[src/rtl/y_mon_pkg.sv]
// rtl/y_mon_pkg.sv - shared types and default sizes for the y pulse monitor
package y_mon_pkg;

  // Pulse-measurement FSM: idle between pulses, or timing a high pulse
  typedef enum logic {
    LOW  = 1'b0,
    HIGH = 1'b1
  } mon_state_t;

  localparam int DEF_DEB_CYCLES = 4;
  localparam int DEF_WIDTH_W    = 8;
  localparam int DEF_CNT_W      = 16;

endpackage

[src/rtl/sync_debounce.sv]
// rtl/sync_debounce.sv - two-flop synchroniser followed by a level debouncer
module sync_debounce #(
  parameter int DEB_CYCLES = 4
) (
  input  logic clk,
  input  logic rst_n,
  input  logic din,
  output logic level
);

  // Counter only needs to reach DEB_CYCLES-1: the edge after that is the toggle edge
  localparam int CW = (DEB_CYCLES > 1) ? $clog2(DEB_CYCLES) : 1;
  localparam logic [CW-1:0] LAST = CW'(DEB_CYCLES - 1);

  logic          sync1;
  logic          sync2;
  logic [CW-1:0] stab_cnt;

  // Synchronise din, then accept a new level only after it has differed for DEB_CYCLES cycles
  always_ff @(posedge clk) begin
    if (!rst_n) begin
      sync1    <= 1'b0;
      sync2    <= 1'b0;
      level    <= 1'b0;
      stab_cnt <= '0;
    end else begin
      sync1 <= din;
      sync2 <= sync1;
      if (sync2 != level) begin
        if (stab_cnt == LAST) begin
          level    <= sync2;
          stab_cnt <= '0;
        end else begin
          stab_cnt <= stab_cnt + CW'(1);
        end
      end else begin
        stab_cnt <= '0;
      end
    end
  end

endmodule

[src/rtl/y_pulse_monitor.sv]
// rtl/y_pulse_monitor.sv - debounces y, measures each high pulse and reports its width
module y_pulse_monitor
  import y_mon_pkg::*;
#(
  parameter int DEB_CYCLES = DEF_DEB_CYCLES,
  parameter int WIDTH_W    = DEF_WIDTH_W,
  parameter int CNT_W      = DEF_CNT_W
) (
  input  logic               clk,
  input  logic               rst_n,
  input  logic               y_in,
  input  logic               clr,
  input  logic               rpt_ready,
  output logic               rpt_valid,
  output logic [WIDTH_W-1:0] rpt_width,
  output logic               rpt_sat,
  output logic [CNT_W-1:0]   pulse_count,
  output logic               overrun,
  output logic               y_level
);

  mon_state_t         state;
  logic [WIDTH_W-1:0] width;
  logic               sat;
  logic               level;
  logic               complete;
  logic               take;

  sync_debounce #(
    .DEB_CYCLES (DEB_CYCLES)
  ) u_deb (
    .clk   (clk),
    .rst_n (rst_n),
    .din   (y_in),
    .level (level)
  );

  assign y_level = level;

  // A pulse completes on the edge the FSM leaves HIGH; a transfer frees the report slot
  always_comb begin
    complete = (state == HIGH) && !level;
    take     = rpt_valid && rpt_ready;
  end

  // Pulse FSM with saturating width counter
  always_ff @(posedge clk) begin
    if (!rst_n) begin
      state <= LOW;
      width <= '0;
      sat   <= 1'b0;
    end else begin
      case (state)
        LOW: begin
          if (level) begin
            state <= HIGH;
            width <= WIDTH_W'(1);
            sat   <= 1'b0;
          end
        end
        HIGH: begin
          if (level) begin
            if (width == '1) begin
              sat <= 1'b1;
            end else begin
              width <= width + WIDTH_W'(1);
            end
          end else begin
            state <= LOW;
          end
        end
        default: state <= LOW;
      endcase
    end
  end

  // Single-entry report slot; a completion that finds it occupied is dropped and flagged
  always_ff @(posedge clk) begin
    if (!rst_n) begin
      rpt_valid <= 1'b0;
      rpt_width <= '0;
      rpt_sat   <= 1'b0;
      overrun   <= 1'b0;
    end else begin
      if (complete && (!rpt_valid || take)) begin
        rpt_valid <= 1'b1;
        rpt_width <= width;
        rpt_sat   <= sat;
      end else if (take) begin
        rpt_valid <= 1'b0;
      end
      if (clr) begin
        overrun <= 1'b0;
      end else if (complete && rpt_valid && !take) begin
        overrun <= 1'b1;
      end
    end
  end

  // Saturating completed-pulse counter; clr takes priority over a coincident completion
  always_ff @(posedge clk) begin
    if (!rst_n) begin
      pulse_count <= '0;
    end else if (clr) begin
      pulse_count <= '0;
    end else if (complete && (pulse_count != '1)) begin
      pulse_count <= pulse_count + CNT_W'(1);
    end
  end

endmodule
[config.mk]
export PLATFORM = sky130hd
export DESIGN_NAME = y_pulse_monitor
export DESIGN_NICKNAME = d
export VERILOG_FILES = /design/src/rtl/y_mon_pkg.sv /design/src/rtl/sync_debounce.sv /design/src/rtl/y_pulse_monitor.sv
export SDC_FILE = /design/constraint.sdc
export NUM_CORES = 1
export LEC_CHECK = 0
export BUFFER_PORTS_ARGS = -buffer_cell sky130_fd_sc_hd__buf_4
export CORE_MARGIN = 2
export CORE_UTILIZATION = 50
export CTS_BUF_LIST = sky130_fd_sc_hd__clkbuf_4
export CTS_CLUSTER_SIZE = 30
export DETAILED_ROUTE_END_ITERATION = 7
export PLACE_DENSITY = 0.83
export REMOVE_ABC_BUFFERS = 1
export SYNTH_ARGS = -nofsm -noshare
export SYNTH_HDL_FRONTEND = slang
export SYNTH_HIERARCHICAL = 1
export SYNTH_SLANG_ARGS = --single-unit
[constraint.sdc]
create_clock -name clk -period 2.8 [get_ports clk]
set_clock_uncertainty 0.15 [all_clocks]
set_input_delay 0.28 -clock clk [delete_from_list [all_inputs] [get_ports clk]]
set_output_delay 0.28 -clock clk [all_outputs]
set_load 0.05 [all_outputs]
# After elaboration in Yosys (flattened, before gate mapping)
# Cells that the tools add are included.
[op_classes] n_addsub=3 mul=0 n_eq_ne=8 order_cmp=0 bitwise=3 n_div=0 shift=0 n_mux=11 n_reduce_logical=16
[op_table] op="$mux 8" count=3
[op_table] op="$add 16x1->16 const B" count=1
[op_table] op="$ne 16x16->1 const B" count=1
[op_table] op="$pmux 8 s2" count=1
[op_table] op="$add 8x1->8 const B" count=1
[op_table] op="$eq 8x8->1 const B" count=1
[op_table] op="$logic_and 1x1->1" count=6
[op_table] op="$mux 1" count=6
[op_table] op="$ne 2x1->1 const B" count=3
[op_table] op="$reduce_and 3->1" count=2
[op_table] op="$logic_not 1->1" count=3
[op_table] op="$not 1->1" count=3
[op_table] op="$reduce_or 3->1" count=1
[op_table] op="$add 2x1->2 const B" count=1
[op_table] op="$eq 2x2->1 const B" count=1
[op_table] op="$ne 2x2->1 const B" count=1
[op_table] op="$pmux 1 s2" count=1
[op_table] op="$reduce_and 2->1" count=1
[op_table] op="$reduce_bool 2->1" count=1
[op_table] op="$reduce_or 2->1" count=1
[op_table] op="$logic_or 1x1->1" count=1
[op_table] op="$ne 1x1->1" count=1
[word_totals] rom_bits=0 regBits=42 n_memories=0 latch_bits=0 input_bits=5 mem_bits_rw=0

# Logic depth before layout (Yosys ltp)
[depth] depth_word=4 mapped_depth=6

# Cells and area by module
# Netlist, hierarchy kept.
[by_module_without_submodules] mod="y_pulse_monitor" n_inst=1 seq_area_each_um2=740.7 cells_per_inst=202 area_per_inst_um2=1646.6
[by_module_without_submodules] mod="sync_debounce" n_inst=1 seq_area_each_um2=100.1 cells_per_inst=13 area_per_inst_um2=171.4

# Worst setup path after synthesis
# Ideal clock, no wire load.
[synth_timing] kind="register to register" startpoint="reg pulse_count[0]" endpoint="reg pulse_count[0]" n_path_buf=1 stages_incl_launch_ff=7 slack_ns=0.402 t_arrival_ns=2.121 required_time_ns=2.522 synth_period_minus_slack_ns=2.398 cell_sequence="dfxtp_1 > ha_1 > nand3_1 > o41ai_2 > buf_2 > xor2_1 > nor2_1"
[synth_via] elab_chain_len=2
[synth_lines] item="start: declaration" line_no="y_pulse_monitor.sv:17" text="output logic [CNT_W-1:0] pulse_count,"
[synth_lines] item="start signal: assignment" line_no="y_pulse_monitor.sv:107" text="pulse_count <= pulse_count + CNT_W'(1);"
[synth_lines] item="branches (longest 2 deep; another with $add 16x1->16)"
# Parallel ways; which one is timed is not known.
# A chain may end at the register's enable or synchronous reset.

# Final worst setup path
[layout_timing] startpoint="reg u_deb.level" endpoint="reg pulse_count[14]"
[layout_via] elab_chain_len=3
[layout_lines] item="start: declaration" line_no="sync_debounce.sv:8" text="output logic level"
[layout_lines] item="start signal: assignment" line_no="sync_debounce.sv:31" text="level <= sync2;"
[layout_lines] item="$logic_not 1->1" line_no="y_pulse_monitor.sv:42" text="complete = (state == HIGH) && !level;"
[layout_lines] item="$logic_and 1x1->1" line_no="y_pulse_monitor.sv:42"
[layout_lines] item="$logic_and 1x1->1" line_no="y_pulse_monitor.sv:106" text="end else if (complete && (pulse_count != '1)) begin"
# No other way between the ends.

==> results.sh <==
export IMPL_status="finished clean"
export IMPL_place_inst=287
export IMPL_finalMaxSlewViolations=0
export IMPL_arrival_ps=2240
export IMPL_crit_path_max_incr_delay_ps=500
export IMPL_htreeDepth=2
export IMPL_post_place_ws_ps=781
export IMPL_met2_length_um=1750
export IMPL_path_buf_inv=0
export IMPL_synthCells=215
export IMPL_post_dp_hpwl_um=2750
export IMPL_post_route_period_util_pct=74.1
export IMPL_rsz0062_at_grt="no"
export IMPL_post_route_util_pct=63.3
export IMPL_n_antenna_cell=0
export IMPL_drive_above_1_share_pct=18.4
export IMPL_nets=257
export IMPL_drtIter0Drc=134
export IMPL_numCtsBuffers=5
export IMPL_worstHoldPathType="in2reg"
export IMPL_worstPathRequired_ps=2960
export IMPL_postSynth_asyncResetShare_pct=0
export IMPL_p_per_area_mw_per_mm2=420
export IMPL_yosysWarnings=6
export IMPL_worstMarginPinSlew_ps=559
export IMPL_finalWirelength_um=3890
export IMPL_vias_per_cell=5.76
export IMPL_cts_sinks=42
export IMPL_cap_viol_max_count=0
export IMPL_die_x_um=64.3
export IMPL_power_leakage_uw=0.000773
export IMPL_cp_max_fo=16
export IMPL_io_pin_count=33
export IMPL_synthesis_area_mm2=0.00182
export IMPL_grt_first_pass_wirelength_um=6460
export IMPL_grt_max_degree=17
export IMPL_dieArea_mm2=0.00413
export IMPL_setup_viol=0
export IMPL_dr_pass1_iters=4
export IMPL_die_h_um=64.3
export IMPL_worst_setup_path_type="reg2reg"
export IMPL_min_period_ps=2080
export IMPL_crit_slowest_cell="or3_1"
export IMPL_rows=21
export IMPL_rr_worst_depth=4
export IMPL_grt_pass1_vias=1481
export IMPL_critPathLaunch="u_deb/level$_SDFFE_PN0P_"
export IMPL_critPathCapture="pulse_count[14]$_SDFFE_PP0P_"
export IMPL_cts_root_buf="clkbuf_4"
export IMPL_critPathTopFamily="simple AND/OR/NAND/NOR gates"
export IMPL_critPathLaunchType="register"
export IMPL_endpoint_kind="register"
export IMPL_rrSetupSlack_ps=720
export IMPL_synth_avg_cell_area_um2=8.46
export IMPL_register_area_um2=841
export IMPL_num_vias=1704
export IMPL_synth_edff_count=0
export IMPL_clk_pin_slew_worst_paths_ps=120
export IMPL_routed_top_layer="met4"
export IMPL_grt_remaining_overflow=0
export IMPL_gp_congestion=0.925
export IMPL_dr_wl_met3_um=220
export IMPL_relSlewSlack_pct=62.6
export IMPL_synth_seq_cells=42
export IMPL_drtAntennaViolNets=0
export IMPL_hold_viol=0
export IMPL_wl_per_cell_um=13.1
export IMPL_remaining_drc_errors=0
export IMPL_insertion_delay_ps=360
export IMPL_wl_met1_um=1870
export IMPL_timing_rr_end="pulse_count[14]$_SDFFE_PP0P_"
export IMPL_synth_ff_type="dfxtp_1"
export IMPL_r2r_start="u_deb/level$_SDFFE_PN0P_"
export IMPL_crit_chain="nand2b_1, or3_1, or4_1, nand2_1"
export IMPL_numPortBuffers=32
export IMPL_holdPathStages=2
export IMPL_nFillCells=322
export IMPL_layout_setup_ws_ps=725
export IMPL_area_growth_pct=18.9
export IMPL_fin_cells=296
export IMPL_fmax_ghz=0.482
export IMPL_worst_path_stages=4
export IMPL_cts_path_max_buffers=2
export IMPL_irDropWorstVdd_mv=0.250
export IMPL_cts_tree="done"
export IMPL_tns_ps=0
export IMPL_antenna_found_initial=0
export IMPL_ys_types=38
export IMPL_initial_utilization_pct=53.2
export IMPL_power_uw=909
export IMPL_seq_area_frac_synth_pct=46.2
export IMPL_multi_input_area_um2=925
export IMPL_grtUsageTotal_pct=19.9
export IMPL_core_mm2=0.00342
[what timing repair did]
action | 4_1_cts | 5_1_grt
gates resized for setup | 0 | 0
hold buffers | 1 | 0
buffers inserted | 0 | 0
endpoints found under the hold margin | 1 | 0
[through the flow]
| step | cell area (µm²) | hold slack [ps] |
|---|---|---|
| detailed placement | 2100 | 273 |
| floorplan | 1780 | 252 |
| global placement | 2100 | 265 |
| CTS | 2160 | 52.3 |
| finish | 2160 | 63.6 |
| global route | 2160 | 62.1 |
[final cells by class]
type | instances | area share [%]
multi-input cells | 160 | 42.8
flip-flops and latches | 42 | 38.9
repair buffers | 35 | 12.3
well taps | 46 | 2.66
clock buffers | 5 | 1.74
inverters | 5 | 0.869
clock inverters | 3 | 0.753
[cells in the mapped netlist (3+ instances only)]
library cell | n | area share (%)
a211oi_1 | 4 | 1.7
a21oi_1 | 20 | 5.5
a31oi_1 | 7 | 2.4
and2_1 | 5 | 1.7
and3_1 | 3 | 1.0
and4_1 | 5 | 2.4
clkbuf_1 | 5 | 1.0
dfxtp_1 | 42 | 46
ha_1 | 3 | 2.1
inv_1 | 5 | 1.0
nand2_1 | 34 | 7.0
nand2b_1 | 3 | 1.0
nand3_1 | 8 | 2.2
nand4_1 | 8 | 2.8
nor2_1 | 12 | 2.5
nor2b_1 | 3 | 1.0
nor3_1 | 5 | 1.4
o21ai_0 | 12 | 3.3
or3_1 | 7 | 2.4
[logic make-up (layout without fill, tap and decap cells)]
kind of cell / after synthesis / in the layout / synth area share (%)
buffers and inverters: 13 / 48 / 2.89
AOI/OAI and AO/OA: 56 / 56 / 19.5
xor gates and xnor gates: 2 / 2 / 0.964
adders and majority gates: 3 / 3 / 2.06
DFF: 42 / 42 / 46.2
and+or+nand+nor: 98 / 98 / 27.8
muxes: 1 / 1 / 0.551
[power by group]
part / total (µW) / leakage, µW / switching [µW] / internal, µW
Clock: 289 / 0.0000286 / 195 / 93.4
Sequential: 600 / 0.000339 / 0.712 / 599
Combinational: 20.1 / 0.000406 / 12.5 / 7.56
[how the worst min path moves through the flow]
stage                                 startpoint                endpoint  slack [ps]
after floorplan                            rst_n  u_deb/sync1$_SDFF_PN0_         250
after global placement    u_deb/sync1$_SDFF_PN0_  u_deb/sync2$_SDFF_PN0_         260
after detailed placement  u_deb/sync1$_SDFF_PN0_  u_deb/sync2$_SDFF_PN0_         270
after CTS                                  rst_n  u_deb/sync2$_SDFF_PN0_          50
after global routing                       rst_n  u_deb/sync2$_SDFF_PN0_          60
final                                      rst_n  u_deb/sync2$_SDFF_PN0_          60
[worst register-to-register path, stage by stage, from the launching register on]
cell,delay (ps)
dfxtp_1,490
nand2b_1,330
or3_1,500
or4_1,490
nand2_1,70
[routing by layer]
metal	track usage, %	up-vias
met5	0	-
met3	5.46	6
met2	30.5	50
met4	8.24	0
li1	-	861
met1	26.4	787
[flip-flops by register name, summed over array words and instances (netlist names)]
register        cells
u_deb/sync2         1
rpt_width           8
u_deb/stab_cnt      2
u_deb/level         1
sat                 1
rpt_valid           1
overrun             1
pulse_count        16
state               1
u_deb/sync1         1
width               8
rpt_sat             1
[cell usage in the layout, fill, tap and decap left out, types with 3 or more instances in the layout]
master and n:
dfxtp_1 42, nand2_1 34, buf_4 34, a21oi_1 20
nor2_1 12, o21ai_0 12, nand3_1 8, nand4_1 8
or3_1 7, a31oi_1 7, inv_1 5, and4_1 5
and2_1 5, nor3_1 5, clkbuf_4 5, a211oi_1 4
nand2b_1 3, nor2b_1 3, and3_1 3, ha_1 3
Power figures use the tool's default switching activity.
